[src/rtl/lsu_axi_master_if.sv]
// AXI-lite read/write channel bundle between the LSU master and a data-memory slave.
interface lsu_axi_master_if #(
  parameter int ADDR_W = 32,
  parameter int DATA_W = 32
);
  logic [ADDR_W-1:0]   araddr;
  logic                arvalid;
  logic                arready;
  logic [DATA_W-1:0]   rdata;
  logic [1:0]          rresp;
  logic                rvalid;
  logic                rready;
  logic [ADDR_W-1:0]   awaddr;
  logic                awvalid;
  logic                awready;
  logic [DATA_W-1:0]   wdata;
  logic [DATA_W/8-1:0] wstrb;
  logic                wvalid;
  logic                wready;
  logic [1:0]          bresp;
  logic                bvalid;
  logic                bready;

  modport master (
    output araddr, arvalid, input arready,
    input  rdata, rresp, rvalid, output rready,
    output awaddr, awvalid, input awready,
    output wdata, wstrb, wvalid, input wready,
    input  bresp, bvalid, output bready
  );

  modport slave (
    input  araddr, arvalid, output arready,
    output rdata, rresp, rvalid, input rready,
    input  awaddr, awvalid, output awready,
    input  wdata, wstrb, wvalid, output wready,
    output bresp, bvalid, input bready
  );
endinterface

[src/rtl/lsu_axi_master.sv]
// LSU to AXI-lite master: one outstanding load/store, lane alignment and load extension.
// Optional build macro LSU_MISALIGN_CHECK_EN rejects misaligned half/word accesses locally.
module lsu_axi_master #(
  parameter int ADDR_W = 32,
  parameter int DATA_W = 32
) (
  input  logic              i_clk,
  input  logic              i_rst,
  input  logic              i_req_valid,
  output logic              o_req_ready,
  input  logic              i_req_we,
  input  logic [ADDR_W-1:0] i_req_addr,
  input  logic [1:0]        i_req_size,
  input  logic              i_req_unsigned,
  input  logic [DATA_W-1:0] i_req_wdata,
  output logic              o_resp_valid,
  input  logic              i_resp_ready,
  output logic [DATA_W-1:0] o_resp_rdata,
  output logic              o_resp_err,
  lsu_axi_master_if.master  m_axi
);

  typedef enum logic [2:0] {
    IDLE    = 3'd0,
    RD_ADDR = 3'd1,
    RD_DATA = 3'd2,
    WR_REQ  = 3'd3,
    WR_RESP = 3'd4,
    DONE    = 3'd5
  } state_t;

  state_t              r_state;
  logic                r_req_ready;
  logic                r_resp_valid;
  logic [DATA_W-1:0]   r_resp_rdata;
  logic                r_resp_err;
  logic [ADDR_W-1:0]   r_araddr;
  logic                r_arvalid;
  logic                r_rready;
  logic [ADDR_W-1:0]   r_awaddr;
  logic                r_awvalid;
  logic [DATA_W-1:0]   r_wdata;
  logic [DATA_W/8-1:0] r_wstrb;
  logic                r_wvalid;
  logic                r_bready;
  logic                r_aw_done;
  logic                r_w_done;
  logic [1:0]          r_size;
  logic                r_unsigned;
  logic [1:0]          r_addr_lo;

  logic [7:0]          w_rd_byte;
  logic [15:0]         w_rd_half;
  logic [DATA_W-1:0]   w_load_data;
  logic [DATA_W-1:0]   w_st_data;
  logic [DATA_W/8-1:0] w_st_strb;
  logic                w_aw_hs;
  logic                w_w_hs;
  logic                w_accept;

  assign w_accept = i_req_valid & r_req_ready;
  assign w_aw_hs  = r_awvalid & m_axi.awready;
  assign w_w_hs   = r_wvalid & m_axi.wready;

`ifdef LSU_MISALIGN_CHECK_EN
  logic w_misalign;
  assign w_misalign = ((i_req_size == 2'd1) & i_req_addr[0]) |
                      (i_req_size[1] & (i_req_addr[1:0] != 2'b00));
`endif

  // Read lane select and sign/zero extension from the latched size/offset
  always_comb begin
    w_rd_byte = m_axi.rdata[{r_addr_lo, 3'b000} +: 8];
    w_rd_half = r_addr_lo[1] ? m_axi.rdata[31:16] : m_axi.rdata[15:0];
    case (r_size)
      2'd0:    w_load_data = r_unsigned ? {24'd0, w_rd_byte} : {{24{w_rd_byte[7]}}, w_rd_byte};
      2'd1:    w_load_data = r_unsigned ? {16'd0, w_rd_half} : {{16{w_rd_half[15]}}, w_rd_half};
      default: w_load_data = m_axi.rdata;
    endcase
  end

  // Store data replication and byte-strobe generation for the incoming request
  always_comb begin
    case (i_req_size)
      2'd0: begin
        w_st_data = {4{i_req_wdata[7:0]}};
        w_st_strb = 4'b0001 << i_req_addr[1:0];
      end
      2'd1: begin
        w_st_data = {2{i_req_wdata[15:0]}};
        w_st_strb = 4'b0011 << {i_req_addr[1], 1'b0};
      end
      default: begin
        w_st_data = i_req_wdata;
        w_st_strb = 4'b1111;
      end
    endcase
  end

  // Transaction FSM; every bus and core output is a register written here
  always_ff @(posedge i_clk) begin
    if (i_rst) begin
      r_state      <= IDLE;
      r_req_ready  <= 1'b1;
      r_resp_valid <= 1'b0;
      r_resp_rdata <= 32'd0;
      r_resp_err   <= 1'b0;
      r_araddr     <= 32'd0;
      r_arvalid    <= 1'b0;
      r_rready     <= 1'b0;
      r_awaddr     <= 32'd0;
      r_awvalid    <= 1'b0;
      r_wdata      <= 32'd0;
      r_wstrb      <= 4'd0;
      r_wvalid     <= 1'b0;
      r_bready     <= 1'b0;
      r_aw_done    <= 1'b0;
      r_w_done     <= 1'b0;
      r_size       <= 2'd0;
      r_unsigned   <= 1'b0;
      r_addr_lo    <= 2'd0;
    end else begin
      case (r_state)
        IDLE: begin
          if (w_accept) begin
            r_req_ready <= 1'b0;
            r_size      <= i_req_size;
            r_unsigned  <= i_req_unsigned;
            r_addr_lo   <= i_req_addr[1:0];
`ifdef LSU_MISALIGN_CHECK_EN
            if (w_misalign) begin
              r_resp_valid <= 1'b1;
              r_resp_err   <= 1'b1;
              r_resp_rdata <= 32'd0;
              r_state      <= DONE;
            end else
`endif
            if (i_req_we) begin
              r_awaddr  <= {i_req_addr[ADDR_W-1:2], 2'b00};
              r_wdata   <= w_st_data;
              r_wstrb   <= w_st_strb;
              r_awvalid <= 1'b1;
              r_wvalid  <= 1'b1;
              r_aw_done <= 1'b0;
              r_w_done  <= 1'b0;
              r_state   <= WR_REQ;
            end else begin
              r_araddr  <= {i_req_addr[ADDR_W-1:2], 2'b00};
              r_arvalid <= 1'b1;
              r_state   <= RD_ADDR;
            end
          end
        end
        RD_ADDR: begin
          if (m_axi.arready) begin
            r_arvalid <= 1'b0;
            r_rready  <= 1'b1;
            r_state   <= RD_DATA;
          end
        end
        RD_DATA: begin
          if (m_axi.rvalid) begin
            r_rready     <= 1'b0;
            r_resp_rdata <= w_load_data;
            r_resp_err   <= (m_axi.rresp != 2'b00);
            r_resp_valid <= 1'b1;
            r_state      <= DONE;
          end
        end
        WR_REQ: begin
          if (w_aw_hs) begin
            r_awvalid <= 1'b0;
            r_aw_done <= 1'b1;
          end
          if (w_w_hs) begin
            r_wvalid <= 1'b0;
            r_w_done <= 1'b1;
          end
          // AW and W may complete in either order or together
          if ((r_aw_done | w_aw_hs) & (r_w_done | w_w_hs)) begin
            r_bready <= 1'b1;
            r_state  <= WR_RESP;
          end
        end
        WR_RESP: begin
          if (m_axi.bvalid) begin
            r_bready     <= 1'b0;
            r_resp_err   <= (m_axi.bresp != 2'b00);
            r_resp_rdata <= 32'd0;
            r_resp_valid <= 1'b1;
            r_state      <= DONE;
          end
        end
        DONE: begin
          if (i_resp_ready) begin
            r_resp_valid <= 1'b0;
            r_req_ready  <= 1'b1;
            r_state      <= IDLE;
          end
        end
        default: begin
          r_state <= IDLE;
        end
      endcase
    end
  end

  assign o_req_ready   = r_req_ready;
  assign o_resp_valid  = r_resp_valid;
  assign o_resp_rdata  = r_resp_rdata;
  assign o_resp_err    = r_resp_err;
  assign m_axi.araddr  = r_araddr;
  assign m_axi.arvalid = r_arvalid;
  assign m_axi.rready  = r_rready;
  assign m_axi.awaddr  = r_awaddr;
  assign m_axi.awvalid = r_awvalid;
  assign m_axi.wdata   = r_wdata;
  assign m_axi.wstrb   = r_wstrb;
  assign m_axi.wvalid  = r_wvalid;
  assign m_axi.bready  = r_bready;

endmodule

[src/flat_wrapper.sv]
// flat-port wrapper written by rule: the top's interface ports become plain ports
module lsu_axi_master_flat 
#(
  parameter int ADDR_W = 32,
  parameter int DATA_W = 32
)
  (i_clk, i_rst, i_req_valid, o_req_ready, i_req_we, i_req_addr, i_req_size, i_req_unsigned, i_req_wdata, o_resp_valid, i_resp_ready, o_resp_rdata, o_resp_err, m_axi_araddr, m_axi_arvalid, m_axi_arready, m_axi_rdata, m_axi_rresp, m_axi_rvalid, m_axi_rready, m_axi_awaddr, m_axi_awvalid, m_axi_awready, m_axi_wdata, m_axi_wstrb, m_axi_wvalid, m_axi_wready, m_axi_bresp, m_axi_bvalid, m_axi_bready);
  lsu_axi_master_if #(.ADDR_W(ADDR_W), .DATA_W(DATA_W)) m_axi_i ();
  input  logic i_clk;
  input  logic i_rst;
  input  logic i_req_valid;
  output logic o_req_ready;
  input  logic i_req_we;
  input  logic [ADDR_W-1:0] i_req_addr;
  input  logic [1:0] i_req_size;
  input  logic i_req_unsigned;
  input  logic [DATA_W-1:0] i_req_wdata;
  output logic o_resp_valid;
  input  logic i_resp_ready;
  output logic [DATA_W-1:0] o_resp_rdata;
  output logic o_resp_err;
  output wire logic [$bits(m_axi_i.araddr)-1:0] m_axi_araddr;
  output wire logic [$bits(m_axi_i.arvalid)-1:0] m_axi_arvalid;
  input wire logic [$bits(m_axi_i.arready)-1:0] m_axi_arready;
  input wire logic [$bits(m_axi_i.rdata)-1:0] m_axi_rdata;
  input wire logic [$bits(m_axi_i.rresp)-1:0] m_axi_rresp;
  input wire logic [$bits(m_axi_i.rvalid)-1:0] m_axi_rvalid;
  output wire logic [$bits(m_axi_i.rready)-1:0] m_axi_rready;
  output wire logic [$bits(m_axi_i.awaddr)-1:0] m_axi_awaddr;
  output wire logic [$bits(m_axi_i.awvalid)-1:0] m_axi_awvalid;
  input wire logic [$bits(m_axi_i.awready)-1:0] m_axi_awready;
  output wire logic [$bits(m_axi_i.wdata)-1:0] m_axi_wdata;
  output wire logic [$bits(m_axi_i.wstrb)-1:0] m_axi_wstrb;
  output wire logic [$bits(m_axi_i.wvalid)-1:0] m_axi_wvalid;
  input wire logic [$bits(m_axi_i.wready)-1:0] m_axi_wready;
  input wire logic [$bits(m_axi_i.bresp)-1:0] m_axi_bresp;
  input wire logic [$bits(m_axi_i.bvalid)-1:0] m_axi_bvalid;
  output wire logic [$bits(m_axi_i.bready)-1:0] m_axi_bready;
  assign m_axi_araddr = m_axi_i.araddr;
  assign m_axi_arvalid = m_axi_i.arvalid;
  assign m_axi_i.arready = m_axi_arready;
  assign m_axi_i.rdata = m_axi_rdata;
  assign m_axi_i.rresp = m_axi_rresp;
  assign m_axi_i.rvalid = m_axi_rvalid;
  assign m_axi_rready = m_axi_i.rready;
  assign m_axi_awaddr = m_axi_i.awaddr;
  assign m_axi_awvalid = m_axi_i.awvalid;
  assign m_axi_i.awready = m_axi_awready;
  assign m_axi_wdata = m_axi_i.wdata;
  assign m_axi_wstrb = m_axi_i.wstrb;
  assign m_axi_wvalid = m_axi_i.wvalid;
  assign m_axi_i.wready = m_axi_wready;
  assign m_axi_i.bresp = m_axi_bresp;
  assign m_axi_i.bvalid = m_axi_bvalid;
  assign m_axi_bready = m_axi_i.bready;
  lsu_axi_master #(.ADDR_W(ADDR_W), .DATA_W(DATA_W)) u_core (.i_clk(i_clk), .i_rst(i_rst), .i_req_valid(i_req_valid), .o_req_ready(o_req_ready), .i_req_we(i_req_we), .i_req_addr(i_req_addr), .i_req_size(i_req_size), .i_req_unsigned(i_req_unsigned), .i_req_wdata(i_req_wdata), .o_resp_valid(o_resp_valid), .i_resp_ready(i_resp_ready), .o_resp_rdata(o_resp_rdata), .o_resp_err(o_resp_err), .m_axi(m_axi_i));
endmodule
[config.mk]
export PLATFORM = sky130hd
export DESIGN_NAME = lsu_axi_master_flat
export DESIGN_NICKNAME = d
export VERILOG_FILES = /design/src/rtl/lsu_axi_master_if.sv /design/src/rtl/lsu_axi_master.sv /design/src/flat_wrapper.sv
export SDC_FILE = /design/constraint.sdc
export NUM_CORES = 1
export LEC_CHECK = 0
export CORE_AREA = 2 2 113 115
export DETAILED_ROUTE_END_ITERATION = 7
export DIE_AREA = 0 0 115 117
export DONT_BUFFER_PORTS = 1
export HOLD_SLACK_MARGIN = 0.15
export PLACE_DENSITY_LB_ADDON = 0.15
export SETUP_SLACK_MARGIN = 0.5
export SKIP_LAST_GASP = 1
export SYNTH_ARGS = -nofsm -noshare
export SYNTH_HDL_FRONTEND = slang
export SYNTH_SLANG_ARGS = --single-unit
[constraint.sdc]
create_clock -name i_clk -period 2.4 [get_ports i_clk]
set_input_delay 0.72 -clock i_clk [delete_from_list [all_inputs] [get_ports i_clk]]
set_output_delay 0.72 -clock i_clk [all_outputs]
set_load 0.05 [all_outputs]
==> impl_metrics.env <==
export IMPL_clkPwrFrac_pct=33.0
export IMPL_pwr_share_seq_pct=48.0
export IMPL_drt_iter0_drc=302
export IMPL_ff_latch_area_sq_mm=0.00292
export IMPL_vias_per_cell=6.11
export IMPL_maxSlewViolCount=0
export IMPL_htreeDepth=4
export IMPL_power_density_mw_per_mm2=1260
export IMPL_worstReg2RegStart="u_core.r_state[1]$_SDFFE_PP0P_"
export IMPL_cts_tree="yes"
export IMPL_portBuffers=0
export IMPL_dp_hpwl_um=12000
export IMPL_multi_input_area_sq_mm=0.00295
export IMPL_antenna_found_initial=0
export IMPL_synth_cell_type_count=46
export IMPL_yosysWarnings=0
export IMPL_synth_edf_count=0
export IMPL_gp_congestion=0.901
export IMPL_clock_sinks=146
export IMPL_route_detailed_drc=0
export IMPL_sw_frac_of_total_pct=38.7
export IMPL_antenna_cells=0
export IMPL_path_clk_slew_ps=60
export IMPL_io_pins=253
export IMPL_synth_seq_cells=146
export IMPL_reg2reg_slack_ps=600
export IMPL_holdCritStartpoint="i_rst"
export IMPL_vdd_ir_drop_max_mv=0.487
export IMPL_syn_instance_count=746
export IMPL_yosysSeqAreaShare_pct=47.5
export IMPL_setup_viol=0
export IMPL_crit_required_ps=1680
export IMPL_whs_endpoint="u_core.o_resp_err$_SDFFE_PP0P_"
export IMPL_grt_pass1_vias=5083
export IMPL_num_nets_final=834
export IMPL_worst_setup_path_type="reg2out"
export IMPL_start_util_pct=50.0
export IMPL_core_area_sq_mm=0.0123
export IMPL_core_rowCount=41
export IMPL_clk_latency_ps=420
export IMPL_final_hold_viol_count=0
export IMPL_cp_data_arrival_time_ps=1100
export IMPL_cts_setup_buffers=0
export IMPL_hold_slack_ps=375
export IMPL_grt_max_degree=136
export IMPL_power_internal_mw=5.34
export IMPL_timing_setup_tns_ps=0
export IMPL_drt_wl_total_um=17500
export IMPL_fill_cells=1156
export IMPL_worstMarginPinSlew_ps=583
export IMPL_rsz0062_at_grt="yes"
export IMPL_reg2reg_depth=5
export IMPL_cp_start_kind="flop"
export IMPL_layout_common_cells="174 x nand2_1, 146 x dfxtp_1, 115 x a21oi_1"
export IMPL_min_period_over_period_pct=75.9
export IMPL_min_period_ps=1820
export IMPL_cp_end_kind="output pin"
export IMPL_wl_per_cell_um=19.8
export IMPL_p_leak_nw=2.41
export IMPL_syn2layout_area_growth_pct=12.4
export IMPL_hold_depth=1
export IMPL_die_y_um=117
export IMPL_layout_drive_gt1_share_pct=8.72
export IMPL_overflow=0
export IMPL_min_path_type="in2reg"
export IMPL_via_count=5403
export IMPL_cts_inserted_buffers=17
export IMPL_outcome="completed"
export IMPL_syn_area_sq_mm=0.00616
export IMPL_grt_pass1_wl_um=26400
export IMPL_r2r_end="u_core.m_axi.awaddr[15]$_SDFFE_PP0P_"
export IMPL_die_w_um=115
export IMPL_p_sw_mw=3.38
export IMPL_grt_util_all_layers_pct=25.1
export IMPL_cts_root_buf="clkbuf_16"
export IMPL_final_common_cell="nand2_1"
export IMPL_ant_nets=0
export IMPL_cp_max_fo=2
export IMPL_drt_pass1_iter_count=5
export IMPL_combPwrFrac_pct=19.1
export IMPL_die_area_sq_mm=0.0135
export IMPL_async_reset_ff_share_pct=0
export IMPL_drv_cap=0
export IMPL_clock_skew_ps=10.3
export IMPL_synth_area_per_cell_sq_um=8.25
export IMPL_fmax_mhz=549
export IMPL_ctsLongestPathBuffers=2
export IMPL_slew_headroom_pct=61.1
export IMPL_synthFlopType="dfxtp_1"
-- registers in the layout, summed over array words and instances (netlist names) --
| name | count |
|---|---|
| u_core.m_axi.araddr | 30 |
| u_core.r_aw_done | 1 |
| u_core.m_axi.awvalid | 1 |
| u_core.m_axi.wvalid | 1 |
| u_core.m_axi.awaddr | 30 |
| u_core.o_req_ready | 1 |
| u_core.r_size | 2 |
| u_core.r_w_done | 1 |
| u_core.o_resp_rdata | 32 |
| u_core.r_state | 3 |
| u_core.m_axi.rready | 1 |
| u_core.o_resp_valid | 1 |
| u_core.m_axi.bready | 1 |
| u_core.m_axi.arvalid | 1 |
| u_core.o_resp_err | 1 |
| u_core.r_addr_lo | 2 |
| u_core.m_axi.wdata | 32 |
| u_core.m_axi.wstrb | 4 |
| u_core.r_unsigned | 1 |
-- cell usage after synthesis (4+ instances only) --
cell       instances  area [sq um]
nand2_1          174           653
nor2b_1            5          31.3
o2bb2ai_1         15           131
nor3_1             5          25.0
a211o_1            7          61.3
and3b_1           10          87.6
a22oi_1           16           120
a31oi_1            6          37.5
dfxtp_1          146          2920
or3_1              8          50.1
o211ai_1          10          75.1
nor2_1            32           120
buf_4              6          45.0
buf_1              4          15.0
a21oi_1          115           576
o21ai_0           37           185
mux2i_1           24           240
buf_2             15          75.1
inv_1              6          22.5
nand2b_1           4          25.0
clkbuf_1          40           150
a311oi_1          11          96.3
o221a_2            7          78.8
a211oi_1          12          90.1
-- metrics by stage --
| stage | setup slack, ps | cell area (sq um) | utilization (%) | total power, mW | std cells |
|---|---|---|---|---|---|
| floorplan | 513 | 6170 | - | 5.43 | 749 |
| global placement | 494 | 6230 | 50.6 | 5.76 | 851 |
| detailed placement | 438 | 6230 | 50.6 | 5.82 | 851 |
| CTS | 523 | 6910 | 56.2 | 8.73 | 884 |
| global route | 461 | 6920 | 56.2 | 9.08 | 884 |
| finish | 579 | 6920 | 56.2 | 8.72 | 884 |
-- worst max-delay path by stage --
stage,startpoint,end,slack (ps),cells after the start
after floorplan,m_axi_rdata[31],u_core.o_resp_rdata[21]$_SDFFE_PP0P_,510,5
after global placement,i_req_valid,u_core.m_axi.wdata[11]$_SDFFE_PP0P_,490,5
after detailed placement,i_req_valid,u_core.m_axi.wdata[11]$_SDFFE_PP0P_,440,5
after CTS,u_core.r_state[1]$_SDFFE_PP0P_,u_core.m_axi.wdata[11]$_SDFFE_PP0P_,520,5
after global routing,u_core.r_state[1]$_SDFFE_PP0P_,u_core.m_axi.awaddr[31]$_SDFFE_PP0P_,460,5
final,u_core.o_resp_rdata[16]$_SDFFE_PP0P_,o_resp_rdata[16],580,0
-- power by group through the flow --
stage | logic, mW | registers, mW | clock network, mW
after floorplan | 1.28 | 4.14 | 0
after global placement | 1.54 | 4.22 | 0
after detailed placement | 1.60 | 4.22 | 0
after CTS | 1.65 | 4.18 | 2.91
after global routing | 1.84 | 4.22 | 3.01
final | 1.66 | 4.18 | 2.87
-- final cells by class --
| cell class | instances | area share, % |
|---|---|---|
| clock inverter | 8 | 2.13 |
| multi-input combinational | 530 | 42.6 |
| clock buffer | 24 | 7.25 |
| sequential | 146 | 42.2 |
| timing repair buffer | 18 | 2.68 |
| inverter | 8 | 0.434 |
| tap | 150 | 2.71 |
-- per-layer routing --
| layer | vias to the layer above | wire length (um) | GRT usage [%] |
|---|---|---|---|
| met5 | - | 0 | 0 |
| met4 | 0 | 437 | 11.2 |
| met3 | 31 | 2030 | 11.8 |
| met2 | 261 | 8070 | 38.9 |
| met1 | 2540 | 6970 | 29.8 |
| li1 | 2571 | - | - |
-- repair_timing --
action | 4_1_cts | 5_1_grt
resized for setup | 0 | 2
cloned | 1 | 0
endpoints found under the setup margin | 2 | 86
hold buffers | 0 | 0
-- logic make-up after synthesis --
logic type / count (synthesis) / synth area share (%)
other: 1 / 0.0609
buffers and inverters: 73 / 5.12
AOI/OAI and AO/OA: 247 / 25.2
and+or+nand+nor: 254 / 18.1
DFF: 146 / 47.5
muxes: 25 / 4.09
(Power assumes the default switching activity.)
